`src/rtl/float_acc_seq.sv`:
```
// rtl/float_acc_seq.sv - start/done initiator that folds an operand stream through an external float adder
// Holds the running sum, sticky adder status and operand count until the consumer takes the total.
module float_acc_seq #(
   parameter int FLOAT_WIDTH = 32,
   parameter int COUNT_WIDTH = 8,
   parameter int TIMEOUT     = 64
) (
   input  logic                   i_clk,
   input  logic                   i_rst,
   input  logic                   i_in_valid,
   output logic                   o_in_ready,
   input  logic [FLOAT_WIDTH-1:0] i_in_data,
   input  logic                   i_in_last,
   output logic                   o_add_start,
   output logic                   o_add_sub,
   output logic [FLOAT_WIDTH-1:0] o_add_a,
   output logic [FLOAT_WIDTH-1:0] o_add_b,
   input  logic [FLOAT_WIDTH-1:0] i_add_o,
   input  logic                   i_add_nan,
   input  logic                   i_add_overflow,
   input  logic                   i_add_underflow,
   input  logic                   i_add_zero,
   input  logic                   i_add_done,
   output logic                   o_out_valid,
   input  logic                   i_out_ready,
   output logic [FLOAT_WIDTH-1:0] o_out_data,
   output logic [4:0]             o_out_flags,
   output logic [COUNT_WIDTH-1:0] o_out_count
);
   localparam int TW = (TIMEOUT > 1) ? $clog2(TIMEOUT) : 1;

   typedef enum logic [1:0] {S_IDLE, S_ISSUE, S_WAIT, S_OUTPUT} state_t;

   state_t                 r_state;
   state_t                 w_next;
   logic [FLOAT_WIDTH-1:0] r_acc;
   logic [FLOAT_WIDTH-1:0] r_add_a;
   logic [FLOAT_WIDTH-1:0] r_add_b;
   logic                   r_last_q;
   logic                   r_done_q;
   logic [TW-1:0]          r_wait_cnt;
   logic [4:0]             r_flags;
   logic [COUNT_WIDTH-1:0] r_count;

   logic                   w_done_edge;
   logic                   w_accept;
   logic                   w_complete;
   logic                   w_timeout;
   logic                   w_release;

   // A done level still high from the previous add must not complete the new one.
   assign w_done_edge = i_add_done & ~r_done_q;

   always_comb begin
      w_next     = r_state;
      w_accept   = 1'b0;
      w_complete = 1'b0;
      w_timeout  = 1'b0;
      w_release  = 1'b0;
      case (r_state)
         S_IDLE: begin
            if (i_in_valid) begin
               w_accept = 1'b1;
               w_next   = S_ISSUE;
            end
         end
         S_ISSUE: w_next = S_WAIT;
         S_WAIT: begin
            if (w_done_edge) begin
               w_complete = 1'b1;
               w_next     = r_last_q ? S_OUTPUT : S_IDLE;
            end else if (r_wait_cnt == TW'(TIMEOUT - 1)) begin
               w_timeout = 1'b1;
               w_next    = S_OUTPUT;
            end
         end
         S_OUTPUT: begin
            if (i_out_ready) begin
               w_release = 1'b1;
               w_next    = S_IDLE;
            end
         end
         default: w_next = S_IDLE;
      endcase
   end

   always_ff @(posedge i_clk) begin
      if (i_rst) begin
         r_state    <= S_IDLE;
         r_acc      <= '0;
         r_add_a    <= '0;
         r_add_b    <= '0;
         r_last_q   <= 1'b0;
         r_done_q   <= 1'b0;
         r_wait_cnt <= '0;
         r_flags    <= '0;
         r_count    <= '0;
      end else begin
         r_state  <= w_next;
         r_done_q <= i_add_done;
         if (w_accept) begin
            r_add_a  <= r_acc;
            r_add_b  <= i_in_data;
            r_last_q <= i_in_last;
         end
         if (r_state == S_ISSUE) begin
            r_wait_cnt <= '0;
         end else if (r_state == S_WAIT) begin
            r_wait_cnt <= r_wait_cnt + TW'(1);
         end
         if (w_complete) begin
            r_acc      <= i_add_o;
            r_flags[3] <= r_flags[3] | i_add_nan;
            r_flags[2] <= r_flags[2] | i_add_overflow;
            r_flags[1] <= r_flags[1] | i_add_underflow;
            r_flags[0] <= i_add_zero;
            if (r_count != '1) begin
               r_count <= r_count + COUNT_WIDTH'(1);
            end
         end
         if (w_timeout) begin
            r_flags[4] <= 1'b1;
         end
         if (w_release) begin
            r_acc   <= '0;
            r_flags <= '0;
            r_count <= '0;
         end
      end
   end

   assign o_in_ready  = (r_state == S_IDLE);
   assign o_add_start = (r_state == S_ISSUE);
   assign o_add_sub   = 1'b0;
   assign o_add_a     = r_add_a;
   assign o_add_b     = r_add_b;
   assign o_out_valid = (r_state == S_OUTPUT);
   assign o_out_data  = r_acc;
   assign o_out_flags = r_flags;
   assign o_out_count = r_count;

endmodule

```
`config.mk`:
```
export PLATFORM = sky130hd
export DESIGN_NAME = float_acc_seq
export DESIGN_NICKNAME = d
export VERILOG_FILES = /design/src/rtl/float_acc_seq.sv
export SDC_FILE = /design/constraint.sdc
export NUM_CORES = 1
export LEC_CHECK = 0
export ABC_AREA = 1
export CAP_MARGIN = 20
export CORE_MARGIN = 2
export CORE_UTILIZATION = 40
export DETAILED_ROUTE_END_ITERATION = 8
export PLACE_DENSITY = 0.76
export SYNTH_ARGS = -nofsm -noshare
export SYNTH_HDL_FRONTEND = slang
export SYNTH_SLANG_ARGS = --single-unit
```
`constraint.sdc`:
```
create_clock -name i_clk -period 1.67 [get_ports i_clk]
set_input_delay 0.334 -clock i_clk [delete_from_list [all_inputs] [get_ports i_clk]]
set_output_delay 0.334 -clock i_clk [all_outputs]
set_load 0.02 [all_outputs]
```
Word level (Yosys, flattened, before mapping)
Index checks and enable logic that the tools add are counted.
W data, S select, Z words.
{"block": "totals", "n_memories": 0, "wordCells": 45, "latchBits": 0, "output_inout_bits": 113, "ff_bits": 119, "romBits": 0, "in_bits": 74, "mem_bits_rw": 0}
{"block": "op_classes", "add_sub_neg": 2, "reduce_logical": 5, "eq_ne": 8, "n_mux": 15, "multipliers": 0, "magnitude_cmp": 0, "n_bitwise": 5, "div": 0, "shift": 0}
{"cell": "$mux W2", "n": 5}
{"cell": "$mux W1", "n": 9}
{"cell": "$add A8 B1 Y8 const B", "n": 1}
{"cell": "$ne A8 B8 Y1 const B", "n": 1}
{"cell": "$pmux W2 S4", "n": 1}
{"cell": "$add A6 B1 Y6 const B", "n": 1}
{"cell": "$eq A6 B6 Y1 const B", "n": 1}
{"cell": "$eq A2 B2 Y1 const B", "n": 2}
{"cell": "$reduce_or A2 Y1", "n": 2}
{"cell": "$ne A3 B3 Y1 const B", "n": 1}
{"cell": "$or A1 B1 Y1", "n": 3}
{"cell": "$reduce_and A3 Y1", "n": 1}
{"cell": "$eq A2 B1 Y1 const B", "n": 1}
{"cell": "$logic_not A2 Y1", "n": 1}
{"cell": "$ne A2 B1 Y1 const B", "n": 1}
{"cell": "$ne A2 B2 Y1 const B", "n": 1}
{"cell": "$reduce_and A2 Y1", "n": 1}
{"cell": "$and A1 B1 Y1", "n": 1}
{"cell": "$not A1 Y1", "n": 1}

Logic depth before layout (Yosys ltp)
{"block": "depth", "word_depth": 5, "depth_mapped": 9}

Worst setup path before layout
Ideal clock, no wire load.
{"block": "synth_path", "path_type": "flip-flop to flip-flop", "from": "reg r_count[1] (netlist: o_out_count[1])", "to": "reg r_count[2] (netlist: o_out_count[2])", "setup_slack_ns": 0.224, "path_stages_with_launch": 8, "path_buffers": 0, "setup_ns": 0.070, "arrival_ns": 1.377, "required_ns": 1.600, "path_cell_list": "dfxtp_1 -> ha_1 -> inv_1 -> nor2_1 -> nand2_1 -> nand2_1 -> nand2_1 -> a21oi_1"}
{"block": "synth_between", "elab_chain_cells": 2, "word_cells_on_any_way": 3, "cone_classes": "add/sub (1); eq/ne (1); reduce/logical (1)"}
{"element": "from (decl)", "line_no": "43", "text": "logic [COUNT_WIDTH-1:0] r_count;"}
{"element": "from (signal assigned)", "line_no": "118", "text": "r_count <= r_count + COUNT_WIDTH'(1);"}
{"element": "parallel branches: the longest is 2 deep, another holds $add A8 B1 Y8"}
Several ways; the timed one is not identified.
A chain may end at the register's enable or synchronous reset.

Worst setup path in the final report
{"block": "layout_path", "from": "reg r_count[7] (netlist: o_out_count[7])", "to": "out o_out_count[7]"}
{"element": "to (decl)", "line_no": "28", "text": "output logic [COUNT_WIDTH-1:0] o_out_count"}
No word-level cell between the ends.

==> results.rst <==
.. list-table::
   :header-rows: 1

   * - Metric
     - Value
   * - Number of distinct library cells after synthesis
     - 29
   * - TritonCTS clock tree
     - yes
   * - Count of nets after finishing
     - 848
   * - Synth top area cells
     - sky130_fd_sc_hd__dfxtp_1 54%, sky130_fd_sc_hd__nor2_1 19%, sky130_fd_sc_hd__o21ai_0 10%
   * - Die area
     - 0.0119 mm²
   * - Global-route wire length before repair
     - 20300 µm
   * - Via count of the first global-routing pass
     - 4251
   * - Pin slew with the least headroom to its limit
     - 0.514 ns
   * - Detailed-route via count
     - 4350
   * - Synthesized area
     - 0.00442 mm²
   * - Worst vdd rail ir drop
     - 0.653 mV
   * - Family with the most delay on the worst path
     - flip-flops
   * - Internal cell power
     - 6.51 mW
   * - Count of nets left with antenna violations after detail routing
     - 0
   * - Max incr delay on CP
     - 0.41 ns
   * - Power after layout
     - 9.67 mW
   * - Die extent in x
     - 109 µm
   * - Global-route congestion overflow total
     - 0
   * - Maximum clock rate
     - 0.619 GHz
   * - Normalized max-slew margin
     - 0.657
   * - Sequential-to-total area share from yosys stat
     - 0.539
   * - Power spent charging and discharging nets
     - 3.16 mW
   * - Run status
     - finished clean
   * - Power per unit of standard cell area
     - 1410 mW/mm²
   * - Data required time at the worst endpoint
     - 1.34 ns
   * - Ratio of routed vias to standard cells
     - 4.72
   * - Final worst-path cycle share
     - 0.968
   * - Number of gates given a new drive strength after cts
     - 124
   * - Count of fill cells added during filler insertion
     - 952
   * - Clock Tree Buf Depth
     - 2
   * - Top cell type by total area after synthesis
     - sky130_fd_sc_hd__dfxtp_1
   * - Critical path, cell by cell
     - dlygate4sd2_1
   * - Setup repair after global routing missed its margin
     - false
   * - Avg Inst Size Synth
     - 7.60 µm²
   * - Antenna violations before repair
     - 0
   * - Max Transition Viols Final
     - 0
   * - Fraction of power consumed by sequential logic
     - 0.369
   * - Post-synthesis net count
     - 658
   * - Inst Count DP
     - 893
   * - Cts bufs inserted
     - 17
   * - Clock insertion delay at the later pin of the skew report
     - 0.51 ns
   * - Count of routing violations after the opening detailed-route iteration
     - 213
   * - Starting density of the core
     - 0.410
   * - Total Routing Usage GR
     - 0.223
   * - Number of storage elements in the synthesis netlist
     - 119
   * - Total core area
     - 0.0108 mm²
   * - Startpoint type of the worst setup path
     - register
   * - Crit path capture type
     - output pin
   * - Post-CTS Setup Inserts
     - 0
   * - Non-Filler Cell Area, Final
     - 0.00684 mm²
   * - CTS sink count
     - 119
   * - Fraction of power spent switching nets
     - 0.327
   * - Combinational power share
     - 0.289
   * - Clk pin slew, worst setup/hold paths
     - 0.05 ns
   * - Leakage component of the power
     - 3.16 nW
   * - Data arrival time at the worst-slack endpoint
     - 1.28 ns
   * - Clock network power share
     - 0.342
   * - Ports
     - 187
   * - Post-Place Cell Area
     - 0.00645 mm²
   * - Number of optimization iterations in the first detailed-route pass
     - 4
   * - H-tree depth
     - 4
   * - Routed Wire Length
     - 12900 µm
   * - Cell chosen for the clock root
     - sky130_fd_sc_hd__clkbuf_8
   * - Total buffers and inverters traversed by the critical path
     - 1
   * - Share of cells above drive strength 1
     - 0.0870
   * - Setup Viol. Count Final
     - 0
   * - Yosys warning total
     - 0
   * - Met2 layer usage reported by global route
     - 0.397
   * - Global placement routability congestion
     - 0.786
   * - Busiest metal layer after global routing
     - met2
   * - Final Hold Vio Count
     - 0
   * - Hpwl dp
     - 9140 µm
   * - Worst clock skew on the final layout
     - 0.00646 ns
   * - DR DRC count
     - 0
   * - Number of antenna repair diodes
     - 0
   * - Std cell rows
     - 38
   * - Max_cap viols
     - 0
   * - Post-CTS Hold Fix Bufs
     - 0
   * - Vert. Die Dim
     - 109 µm
   * - Average routed wire per standard cell
     - 14.0 µm
   * - Crit Path Class
     - reg2out
   * - Portion of synthesized cell area occupied by the leading cell type
     - 0.539
   * - Largest net degree at the start of global routing
     - 42
   * - Time the worst path needs with I/O delays and setup
     - 1.62 ns
   * - Number of buffers inserted by port buffering
     - 185
   * - Hold/Removal Path Class
     - in2reg
   * - GR Layer Usage met1
     - 0.239
   * - Count of non-filler cells in the finished layout
     - 922
   * - Cells after Synth
     - 582
   * - Area grow syn2layout
     - 54.6%
   * - Global routing usage on met3
     - 0.0783
   * - Maximum fanout encountered on the critical timing path
     - 5
   * - Slowest-stage cell, CP
     - sky130_fd_sc_hd__dfxtp_1
-- power groups by stage --
stage	clock, mW	sequential [mW]	combinational [mW]
floorplan	0	4.16	1.14
global placement	0	3.62	3.07
detailed placement	0	3.64	3.13
CTS	3.38	3.57	2.82
global route	3.52	3.63	3.09
finish	3.31	3.57	2.79
-- layer usage --
layer	wire, µm	vias up
li1	-	2220
met1	5170	1964
met2	6510	139
met3	914	27
met4	285	0
met5	0	-
-- worst paths after layout --
check | startpoint | to | slack, ns | cells after the start
worst max register to register | r_state[0]$_SDFFE_PP0P_ | o_add_b[10]$_SDFFE_PP0P_ | 0.17 | 8
worst min-delay path | i_add_overflow | o_out_flags[2]$_SDFFE_PP0P_ | 0.38 | 3
worst max-delay path | o_out_count[7]$_SDFFE_PP0P_ | o_out_count[7] | 0.05 | 1
worst min register to register | o_out_flags[3]$_SDFFE_PP0P_ | o_out_flags[3]$_SDFFE_PP0P_ | 0.45 | 2
-- per-stage QoR --
stage	utilization	hold WS [ns]	worst slack, ns	TNS, ns
floorplan	-	0.406	0.224	0
global placement	0.598	0.440	-0.118	-1.44
detailed placement	0.598	0.448	-0.149	-3.29
CTS	0.634	0.355	0.0162	0
global route	0.633	0.378	0.00235	0
finish	0.633	0.379	0.0543	0
-- registers in the layout, summed over array words and instances, names as in the netlist --
| register | cells |
|---|---|
| r_done_q | 1 |
| r_wait_cnt | 6 |
| o_out_data | 32 |
| o_add_b | 32 |
| o_out_count | 8 |
| o_out_flags | 5 |
| r_last_q | 1 |
| o_add_a | 32 |
| r_state | 2 |
-- cells by family after synthesis --
kind of cell / after synthesis / synth area share
buffers and inverters: 55 / 0.0589
and+or+nand+nor: 285 / 0.255
other: 1 / 0.000848
AOI/OAI and AO/OA: 115 / 0.131
adders and majority gates: 2 / 0.00566
xor gates and xnor gates: 5 / 0.00990
DFF: 119 / 0.539
-- synthesized netlist by cell type --
library cell	number
sky130_fd_sc_hd__buf_2	10
sky130_fd_sc_hd__or2_2	1
sky130_fd_sc_hd__nor2_2	1
sky130_fd_sc_hd__inv_2	4
sky130_fd_sc_hd__nor2_1	220
sky130_fd_sc_hd__nand3b_1	3
sky130_fd_sc_hd__nand2_4	1
sky130_fd_sc_hd__buf_6	3
sky130_fd_sc_hd__a21oi_2	1
sky130_fd_sc_hd__nor2_8	1
sky130_fd_sc_hd__dfxtp_1	119
sky130_fd_sc_hd__inv_1	18
sky130_fd_sc_hd__buf_4	5
sky130_fd_sc_hd__or2_0	1
sky130_fd_sc_hd__nand3_2	1
sky130_fd_sc_hd__nand2_1	51
sky130_fd_sc_hd__o21ai_1	9
sky130_fd_sc_hd__xor2_1	4
sky130_fd_sc_hd__clkbuf_1	14
sky130_fd_sc_hd__o21ai_0	92
sky130_fd_sc_hd__nor3_1	1
sky130_fd_sc_hd__nand3_1	3
sky130_fd_sc_hd__xnor2_1	1
sky130_fd_sc_hd__ha_1	2
sky130_fd_sc_hd__a31oi_1	1
sky130_fd_sc_hd__nand4_1	1
sky130_fd_sc_hd__conb_1	1
sky130_fd_sc_hd__buf_1	1
sky130_fd_sc_hd__a21oi_1	12
-- cells in the final DEF, fill, tap and decap left out, drive strengths merged --
master,Yosys,layout
nor2,222,222
dfxtp,119,119
dlygate4sd2,0,103
o21ai,101,101
clkdlybuf4s50,0,73
nand2,52,52
inv,22,22
buf,19,22
clkbuf,14,21
a21oi,13,13
clkinv,0,7
xor2,4,4
nand3,4,4
nand3b,3,3
clkdlybuf4s15,0,3
ha,2,2
bufinv,0,2
clkinvlp,0,2
or2,2,2
nor3,1,1
xnor2,1,1
nand4,1,1
a31oi,1,1
conb,1,1
-- area by class of cell --
type / instances / area (µm²) / share of cell area
clock buffers: 18 / 428 / 0.0626
clock inverters: 11 / 110 / 0.0161
inverters: 22 / 82.6 / 0.0121
multi-input cells: 408 / 1780 / 0.261
flip-flops and latches: 119 / 2380 / 0.349
well taps: 140 / 175 / 0.0256
repair buffers: 204 / 1870 / 0.274
Note: power is estimated with default switching activity, not from simulation.
